File: config.mk
export PLATFORM = sky130hd
export DESIGN_NAME = inst_cache_dm
export DESIGN_NICKNAME = d
export VERILOG_FILES = /design/src/rtl/inst_cache_dm.sv
export SDC_FILE = /design/constraint.sdc
export NUM_CORES = 1
export LEC_CHECK = 0
export CAP_MARGIN = 20
export CORE_MARGIN = 2
export CORE_UTILIZATION = 48
export DETAILED_ROUTE_END_ITERATION = 8
export SLEW_MARGIN = 20
export SYNTH_ARGS = -nofsm -noshare
export SYNTH_HDL_FRONTEND = slang
export SYNTH_SLANG_ARGS = --single-unit
File: constraint.sdc
create_clock -name i_Clk -period 9.06 [get_ports i_Clk]
set_input_delay 0.906 -clock i_Clk [delete_from_list [all_inputs] [get_ports i_Clk]]
set_output_delay 0.906 -clock i_Clk [all_outputs]
set_load 0.02 [all_outputs]
File: src/rtl/inst_cache_dm.sv
// Direct-mapped, read-only instruction cache: zero-latency hits, single-line
// refill from backing memory one word per accepted beat on a miss.
module inst_cache_dm #(
    parameter int BUS_WIDTH  = 32,
    parameter int ADDR_WIDTH = 32,
    parameter int LINE_WORDS = 4,
    parameter int NUM_LINES  = 8,
    parameter int CNT_WIDTH  = 16
) (
    input  logic                  i_Clk,
    input  logic                  i_Rst_n,
    input  logic                  i_FetchValid,
    input  logic [ADDR_WIDTH-1:0] i_FetchAddr,
    input  logic                  i_Flush,
    output logic [BUS_WIDTH-1:0]  o_Instruction,
    output logic                  o_InstValid,
    output logic                  o_Stall,
    output logic                  o_MemReq,
    output logic [ADDR_WIDTH-1:0] o_MemAddr,
    input  logic                  i_MemValid,
    input  logic [BUS_WIDTH-1:0]  i_MemData,
    output logic [CNT_WIDTH-1:0]  o_MissCount
);

    localparam int OFF_W = $clog2(LINE_WORDS);
    localparam int IDX_W = $clog2(NUM_LINES);
    localparam int TAG_LSB = OFF_W + IDX_W + 2;
    localparam int TAG_W = ADDR_WIDTH - TAG_LSB;
    localparam logic [ADDR_WIDTH-1:0] LINE_MASK = ADDR_WIDTH'(LINE_WORDS * 4 - 1);
    localparam logic [OFF_W-1:0] LAST_BEAT = OFF_W'(LINE_WORDS - 1);

    typedef enum logic {S_IDLE, S_FILL} state_t;

    state_t                 state_q, state_d;
    logic [OFF_W-1:0]       beat_q, beat_d;
    logic [ADDR_WIDTH-1:0]  base_q, base_d;
    logic                   flush_pend_q, flush_pend_d;
    logic [NUM_LINES-1:0]   valid_q, valid_d;
    logic [CNT_WIDTH-1:0]   miss_cnt_q, miss_cnt_d;
    logic [TAG_W-1:0]       tag_q [NUM_LINES];
    logic [TAG_W-1:0]       tag_d [NUM_LINES];
    logic [BUS_WIDTH-1:0]   data_q [NUM_LINES][LINE_WORDS];
    logic [BUS_WIDTH-1:0]   data_d [NUM_LINES][LINE_WORDS];

    logic [OFF_W-1:0] fetch_off;
    logic [IDX_W-1:0] fetch_idx;
    logic [TAG_W-1:0] fetch_tag;
    logic [IDX_W-1:0] fill_idx;
    logic [TAG_W-1:0] fill_tag;
    logic             hit;

    assign fetch_off = i_FetchAddr[OFF_W+1:2];
    assign fetch_idx = i_FetchAddr[TAG_LSB-1:OFF_W+2];
    assign fetch_tag = i_FetchAddr[ADDR_WIDTH-1:TAG_LSB];
    assign fill_idx  = base_q[TAG_LSB-1:OFF_W+2];
    assign fill_tag  = base_q[ADDR_WIDTH-1:TAG_LSB];

    // A flush in the same cycle as a fetch forces a miss even if the line is present.
    assign hit = i_FetchValid & valid_q[fetch_idx] & (tag_q[fetch_idx] == fetch_tag) & ~i_Flush;

    always_comb begin
        state_d       = state_q;
        beat_d        = beat_q;
        base_d        = base_q;
        flush_pend_d  = flush_pend_q;
        valid_d       = valid_q;
        miss_cnt_d    = miss_cnt_q;
        tag_d         = tag_q;
        data_d        = data_q;
        o_Instruction = '0;
        o_InstValid   = 1'b0;
        o_Stall       = 1'b0;
        o_MemReq      = 1'b0;
        o_MemAddr     = '0;

        case (state_q)
            S_IDLE: begin
                if (i_FetchValid) begin
                    if (hit) begin
                        o_Instruction = data_q[fetch_idx][fetch_off];
                        o_InstValid   = 1'b1;
                    end else begin
                        o_Stall            = 1'b1;
                        base_d             = i_FetchAddr & ~LINE_MASK;
                        beat_d             = '0;
                        valid_d[fetch_idx] = 1'b0;
                        if (miss_cnt_q != {CNT_WIDTH{1'b1}}) begin
                            miss_cnt_d = miss_cnt_q + 1'b1;
                        end
                        state_d = S_FILL;
                    end
                end
                if (i_Flush) begin
                    valid_d = '0;
                end
            end
            S_FILL: begin
                o_Stall   = 1'b1;
                o_MemReq  = 1'b1;
                o_MemAddr = base_q + ADDR_WIDTH'({beat_q, 2'b00});
                if (i_Flush) begin
                    flush_pend_d = 1'b1;
                end
                if (i_MemValid) begin
                    data_d[fill_idx][beat_q] = i_MemData;
                    beat_d = beat_q + 1'b1;
                    if (beat_q == LAST_BEAT) begin
                        tag_d[fill_idx]   = fill_tag;
                        valid_d[fill_idx] = 1'b1;
                        // A flush seen anytime during the fill drops the new line too.
                        if (flush_pend_q | i_Flush) begin
                            valid_d = '0;
                        end
                        flush_pend_d = 1'b0;
                        beat_d       = '0;
                        state_d      = S_IDLE;
                    end
                end
            end
            default: state_d = S_IDLE;
        endcase
    end

    always_ff @(posedge i_Clk) begin
        if (!i_Rst_n) begin
            state_q      <= S_IDLE;
            beat_q       <= '0;
            base_q       <= '0;
            flush_pend_q <= 1'b0;
            valid_q      <= '0;
            miss_cnt_q   <= '0;
        end else begin
            state_q      <= state_d;
            beat_q       <= beat_d;
            base_q       <= base_d;
            flush_pend_q <= flush_pend_d;
            valid_q      <= valid_d;
            miss_cnt_q   <= miss_cnt_d;
        end
    end

    // Tag and data contents are qualified by valid bits, so they need no reset.
    always_ff @(posedge i_Clk) begin
        tag_q  <= tag_d;
        data_q <= data_d;
    end

    assign o_MissCount = miss_cnt_q;

endmodule

==> flow_metrics.tcl, run 1 <==
set metrics [dict create \
    status "finished, final reports clean" \
    final_common_cell "edfxtp_1" \
    grt_antenna_before_repair 4 \
    die_w_um 324 \
    setup_viol 0 \
    cp-end-kind "output port" \
    nets 3244 \
    fin_crit_sh_pct 74.0 \
    layout_common_cells "edfxtp_1, o22ai_1, nor2_1" \
    drc_errors 0 \
    tns_ns 0 \
    p_leak_uw 0.0181 \
    fmax_mhz 149 \
    final_layout_size_suffix_gt1_share_pct 13.5 \
    syn_avg_cell_area_um2 16.4 \
    postSynth.asyncResetShare_pct 0 \
    cellPowerDensity_nw_per_um2 220 \
    crit_path_max_fanout 70 \
    critical_path_class "input pin to output port" \
    hpwl_um 73200 \
    clockBufferDepth 3 \
    slew_headroom_pct 23.9 \
    clkLatencyLatePin_ns 0.74 \
    drt_iter0_markers 3760 \
    start_kind "input pin" \
    yosysSeqAreaShare_pct 77.0 \
    rsz0062_at_grt "false" \
    vias 29250 \
    ys_types 68 \
    ant_nets 0 \
    tightest_slew_ns 1.14 \
    hold_ws_ns 0.490 \
    area_delta_synth_final_pct 15.1 \
    pre_cts_ws_ns 2.27 \
    cts_tree "done" \
    post_cts_buffers 0 \
    hold_viol 0 \
    overflow 0 \
    drt-total-wl_um 145000 \
    synth_edf_count 1224 \
    numCtsBuffers 134 \
    final.min_clock_period_ns 6.70 \
    grt_pass1_vias 28772 \
    ctsRootBufferMaster "clkbuf_16" \
    wl_per_cell_um 31.1 \
    synth_area_um2 49200 \
    place_congestion 0.798 \
    ir_drop_mv 0.166 \
    cts-resized-gates 0 \
    drtPass1Iterations 6 \
    dieArea_um2 105000 \
    rows 117 \
    stdcell_count 4645 \
    io_pins 152 \
    initial_core_util_pct 48.4 \
    synth-seq-cells 1280 \
    grt_max_degree 129 \
    critPathArrivalTime_ns 5.80 \
    dp.cells 4401 \
    grt_usage_pct 27.5 \
    finalMaxSlewViolations 0 \
    hp-class "flip-flop to flip-flop" \
    via_per_inst 6.30 \
    fp.dieH_um 324 \
    fin_skew_ns 0.0200 \
    synthCells 3002 \
    core_um2 102000 \
    hold_buffers 0 \
    clock-sinks 1280 \
    htreeDepth 4 \
    numPortBuffers 147 \
    cp.required_ns 8.15 \
    max_cap_violations 0 \
    fin_ws_ns 2.36 \
    clk_pin_slew_ns 0.05 \
    ys.flop_type "edfxtp_1" \
    yosysWarnings 0 \
    grt_pass1_wl_um 204000 \
]
## path summary, 6_finish.rpt
| path | depth (start not counted) | slack, ns | from | endpoint |
|---|---|---|---|---|
| worst min register to register | 2 | 0.49 | o_MissCount[5] | o_MissCount[5] |
| worst max register to register | 3 | 5.28 | state_q | data_q[894] |
| worst max-delay path | 11 | 2.36 | i_FetchAddr[5] | o_Instruction[1] |
| worst min-delay path | 2 | 0.49 | o_MissCount[5] | o_MissCount[5] |
## cells in the mapped netlist, drive strengths merged, types with 4 or more instances
library cell / number / area [µm²]
o2111ai: 4 / 35.0
xor2: 13 / 114
a211oi: 21 / 158
and2: 30 / 188
nand3b: 5 / 37.5
edfxtp: 1224 / 36800
o221ai: 25 / 219
mux2: 73 / 822
a32oi: 7 / 61.3
buf: 76 / 483
o311ai: 14 / 123
mux4: 36 / 811
nand3: 32 / 160
a2111oi: 6 / 52.6
o21ai: 115 / 576
o211ai: 12 / 95.1
a21oi: 108 / 541
inv: 10 / 37.5
clkbuf: 120 / 450
o311a: 27 / 270
or4: 5 / 37.5
nor4: 51 / 325
dfxtp: 56 / 1120
xnor2: 5 / 43.8
and3: 10 / 62.6
mux2i: 170 / 1700
or3: 6 / 37.5
nor2: 254 / 956
a211o: 6 / 52.6
nand2: 87 / 327
o22ai: 251 / 1570
nor3: 49 / 257
a221oi: 12 / 105
nand2b: 27 / 171
nor2b: 7 / 43.8
a22oi: 15 / 113
ha: 5 / 62.6
## power by group
| group | internal, µW | total, µW | switching, µW |
|---|---|---|---|
| Sequential | 6500 | 6530 | 27.4 |
| Clock | 3090 | 5330 | 2240 |
| Combinational | 183 | 591 | 408 |
| Total | 9780 | 12500 | 2680 |
## critical path: stages
cell,delay (ns)
clkbuf_8,0.57
and2_1,0.89
a22oi_1,0.26
a21o_1,0.22
a22o_1,0.24
nor4_1,0.47
nand4_2,0.36
nor3_4,0.29
buf_12,0.33
o311a_1,0.39
clkdlybuf4s50_1,0.72
## stage by stage
stage	utilization, %	area, µm²	total power [µW]
final	55.7	56600	12500
after global routing	55.7	56600	12800
after CTS	55.7	56700	12500
after detailed placement	51.5	52400	7240
after global placement	51.5	52400	7230
after floorplan	-	49200	6960
## layout make-up
cell class | instances | area (µm²)
Clock inverter | 65 | 616
Antenna cell | 1 | 2.50
Timing Repair Buffer | 227 | 2100
Multi-Input combinational cell | 1517 | 10700
Clock buffer | 177 | 3600
Sequential cell | 1280 | 37900
Fill cell | 7934 | 45100
Inverter | 10 | 38.8
Tap cell | 1368 | 1710
## sequential cells by signal, summed over array words and instances (netlist names)
register	flops
data_q	1024
base_q	28
tag_q	200
state_q	1
flush_pend_q	1
valid_q	8
o_MissCount	16
beat_q	2
## layer usage
layer	vias up	wire length [µm]	track usage, %
met5	-	0	0
met4	0	4210	8.91
li1	12332	-	-
met1	15122	58800	37.8
met2	1525	69500	45.0
met3	271	12100	4.49
## kinds of logic after synthesis
family / Yosys count / share of synthesized area (%)
flops: 1280 / 77.0
fa+ha+maj: 5 / 0.127
other cells: 1 / 0.00762
xor+xnor: 18 / 0.320
buf+inv: 206 / 1.97
simple gates: 571 / 5.44
mux: 279 / 6.78
compound gates: 642 / 8.40
Power figures use the tool's default switching activity.
==> inputs of run 2 (changes only) <==
==> constraint.sdc (replaced) <==
create_clock -name i_Clk -period 7.05 [get_ports i_Clk]
set_input_delay 0.705 -clock i_Clk [delete_from_list [all_inputs] [get_ports i_Clk]]
set_output_delay 0.705 -clock i_Clk [all_outputs]
set_load 0.02 [all_outputs]
==> run 2 against run 1 <==
Non-clock buffer count grew 15. Critical path depth unchanged. Register-to-register slack lost 2.2 ns. Via count hardly changed. Clock skew down 0.0017 ns. Sequential power increased by 28%. Worst setup slack got worse by 1.3 ns. Critical endpoint unchanged. Cell area hardly changed. Global-route usage shrank 0.11 points. Cell count up 0.37%. Sequential cell count unchanged.
==> flow_metrics.tcl, run 2 (synthesized netlist as in run 1, its figures left out) <==
set metrics [dict create \
    overflow 0 \
    critical_path_class "input pin to output port" \
    grt_usage_pct 27.4 \
    grt_antenna_before_repair 5 \
    p_int_uw 12400 \
    numCtsBuffers 134 \
    final.min_clock_period_ns 5.96 \
    grt_max_degree 83 \
    crit_path_max_fanout 42 \
    final_layout_size_suffix_gt1_share_pct 14.0 \
    seq_power_share_pct 53.3 \
    clkPwrFrac_pct 41.9 \
    hold_buffers 0 \
    htreeDepth 4 \
    rows 117 \
    cp_num_buf_inv 3 \
    start_kind "input pin" \
    tightest_slew_ns 1.11 \
    cp_slowest_stage_delay_ns 0.71 \
    combPwrFrac_pct 4.8 \
    cp_slowest_cell "clkdlybuf4s50_1" \
    fin_skew_ns 0.0183 \
    switching_share_pct 21.6 \
    fin_ws_ns 1.09 \
    r2r-start "tag_q[38]" \
    pre_cts_ws_ns 1.07 \
    initial_core_util_pct 48.4 \
    cts-resized-gates 0 \
    fmax_mhz 168 \
    stdcell_count 4662 \
    final_common_cell "edfxtp_1" \
    p_leak_uw 0.0181 \
    hold_path_depth 1 \
    clock-sinks 1280 \
    cp.required_ns 6.34 \
    dp.cells 4417 \
    ant_nets 0 \
    place_congestion 0.804 \
    cp-end-kind "output port" \
    ff2ff_setup_slack_ns 3.09 \
    drt-total-wl_um 144000 \
    clockBufferDepth 3 \
    area_delta_synth_final_pct 15.0 \
    reg2regPathDepth 10 \
    drt_iter0_markers 4092 \
    fin_crit_sh_pct 84.6 \
    critPathArrivalTime_ns 5.26 \
    clkLatencyLatePin_ns 0.73 \
    vias 29266 \
    cts_tree "done" \
    holdPathEnd "data_q[585]" \
    top_register "data_q" \
    post_cts_buffers 0 \
    layout_common_cells "edfxtp_1, o22ai_1, nor2_1" \
    hp-class "input pin to flip-flop" \
    die_w_um 324 \
    rsz0062_at_grt "false" \
    reg_top3 "data_q (1024), tag_q (200), base_q (28)" \
    max_cap_violations 0 \
    netSwitchingPower_uw 3400 \
    critPathTopFamily "simple AND/OR/NAND/NOR gates" \
    wl_per_cell_um 30.8 \
    fp.dieH_um 324 \
    largest_reg_flops 1024 \
    dieArea_um2 105000 \
    drtPass1Iterations 5 \
    grt_pass1_vias 28598 \
    clk_pin_slew_ns 0.05 \
    final_area_um2 56600 \
    finalMaxSlewViolations 0 \
    hold_start "i_MemData[9]" \
    reg2reg_to "base_q[9]" \
    fin_total_pwr_uw 15800 \
    ctsRootBufferMaster "clkbuf_16" \
    drc_errors 0 \
    nets 3259 \
    hpwl_um 72000 \
    place_area_um2 52500 \
    io_pins 152 \
    ir_drop_mv 0.251 \
    core_um2 102000 \
    status "finished, final reports clean" \
    setup_viol 0 \
    grt_pass1_wl_um 203000 \
    cellPowerDensity_nw_per_um2 278 \
    slew_headroom_pct 25.5 \
    crit_chain "clkbuf_8, and2_1, a22oi_1, a21o_1, a22o_1, nor4_1, nand4_2, nor3_4, buf_12, o311a_1, clkdlybuf4s50_1" \
    numPortBuffers 147 \
    via_per_inst 6.28 \
    tns_ns 0 \
    hold_viol 0 \
]
run 2: power by group through the flow:
stage	registers (µW)	logic (µW)	clock network [µW]
finish	8390	760	6610
global route	8400	808	6970
CTS	8400	757	6690
detailed placement	8560	753	0
global placement	8550	739	0
floorplan	8540	414	0
run 2: through the flow:
step	hold slack, ns	utilization, %
floorplan	0.453	-
global placement	0.461	51.6
detailed placement	0.492	51.6
global route	0.503	55.6
CTS	0.501	55.7
finish	0.482	55.6
run 2: worst max-delay path by stage:
stage | from | end | slack [ns] | cells after the start
4_1_cts | i_FetchAddr[5] | o_Instruction[1] | 1.03 | 11
3_5_place_dp | i_FetchAddr[5] | o_Instruction[1] | 1.07 | 11
5_1_grt | i_FetchAddr[5] | o_Instruction[1] | 0.92 | 12
3_3_place_gp | i_FetchAddr[5] | o_Instruction[1] | 1.14 | 11
6_report | i_FetchAddr[5] | o_Instruction[1] | 1.09 | 11
2_1_floorplan | i_FetchAddr[4] | o_Instruction[21] | 3.29 | 12
run 2: final cells by class:
type,count,area (µm²)
multi-input combinational,1517,10700
clock buffer,183,3660
timing repair buffer,242,2170
sequential,1280,37900
fill,7882,45100
tap,1368,1710
inverter,10,38.8
clock inverter,60,418
antenna,2,5.00
run 2: per-layer routing:
metal	up-vias	wire length (µm)	GRT usage (%)
met3	288	12700	4.73
met2	1565	68800	44.4
met1	15015	57300	37.4
met4	4	4690	9.87
met5	-	34	0
li1	12394	-	-
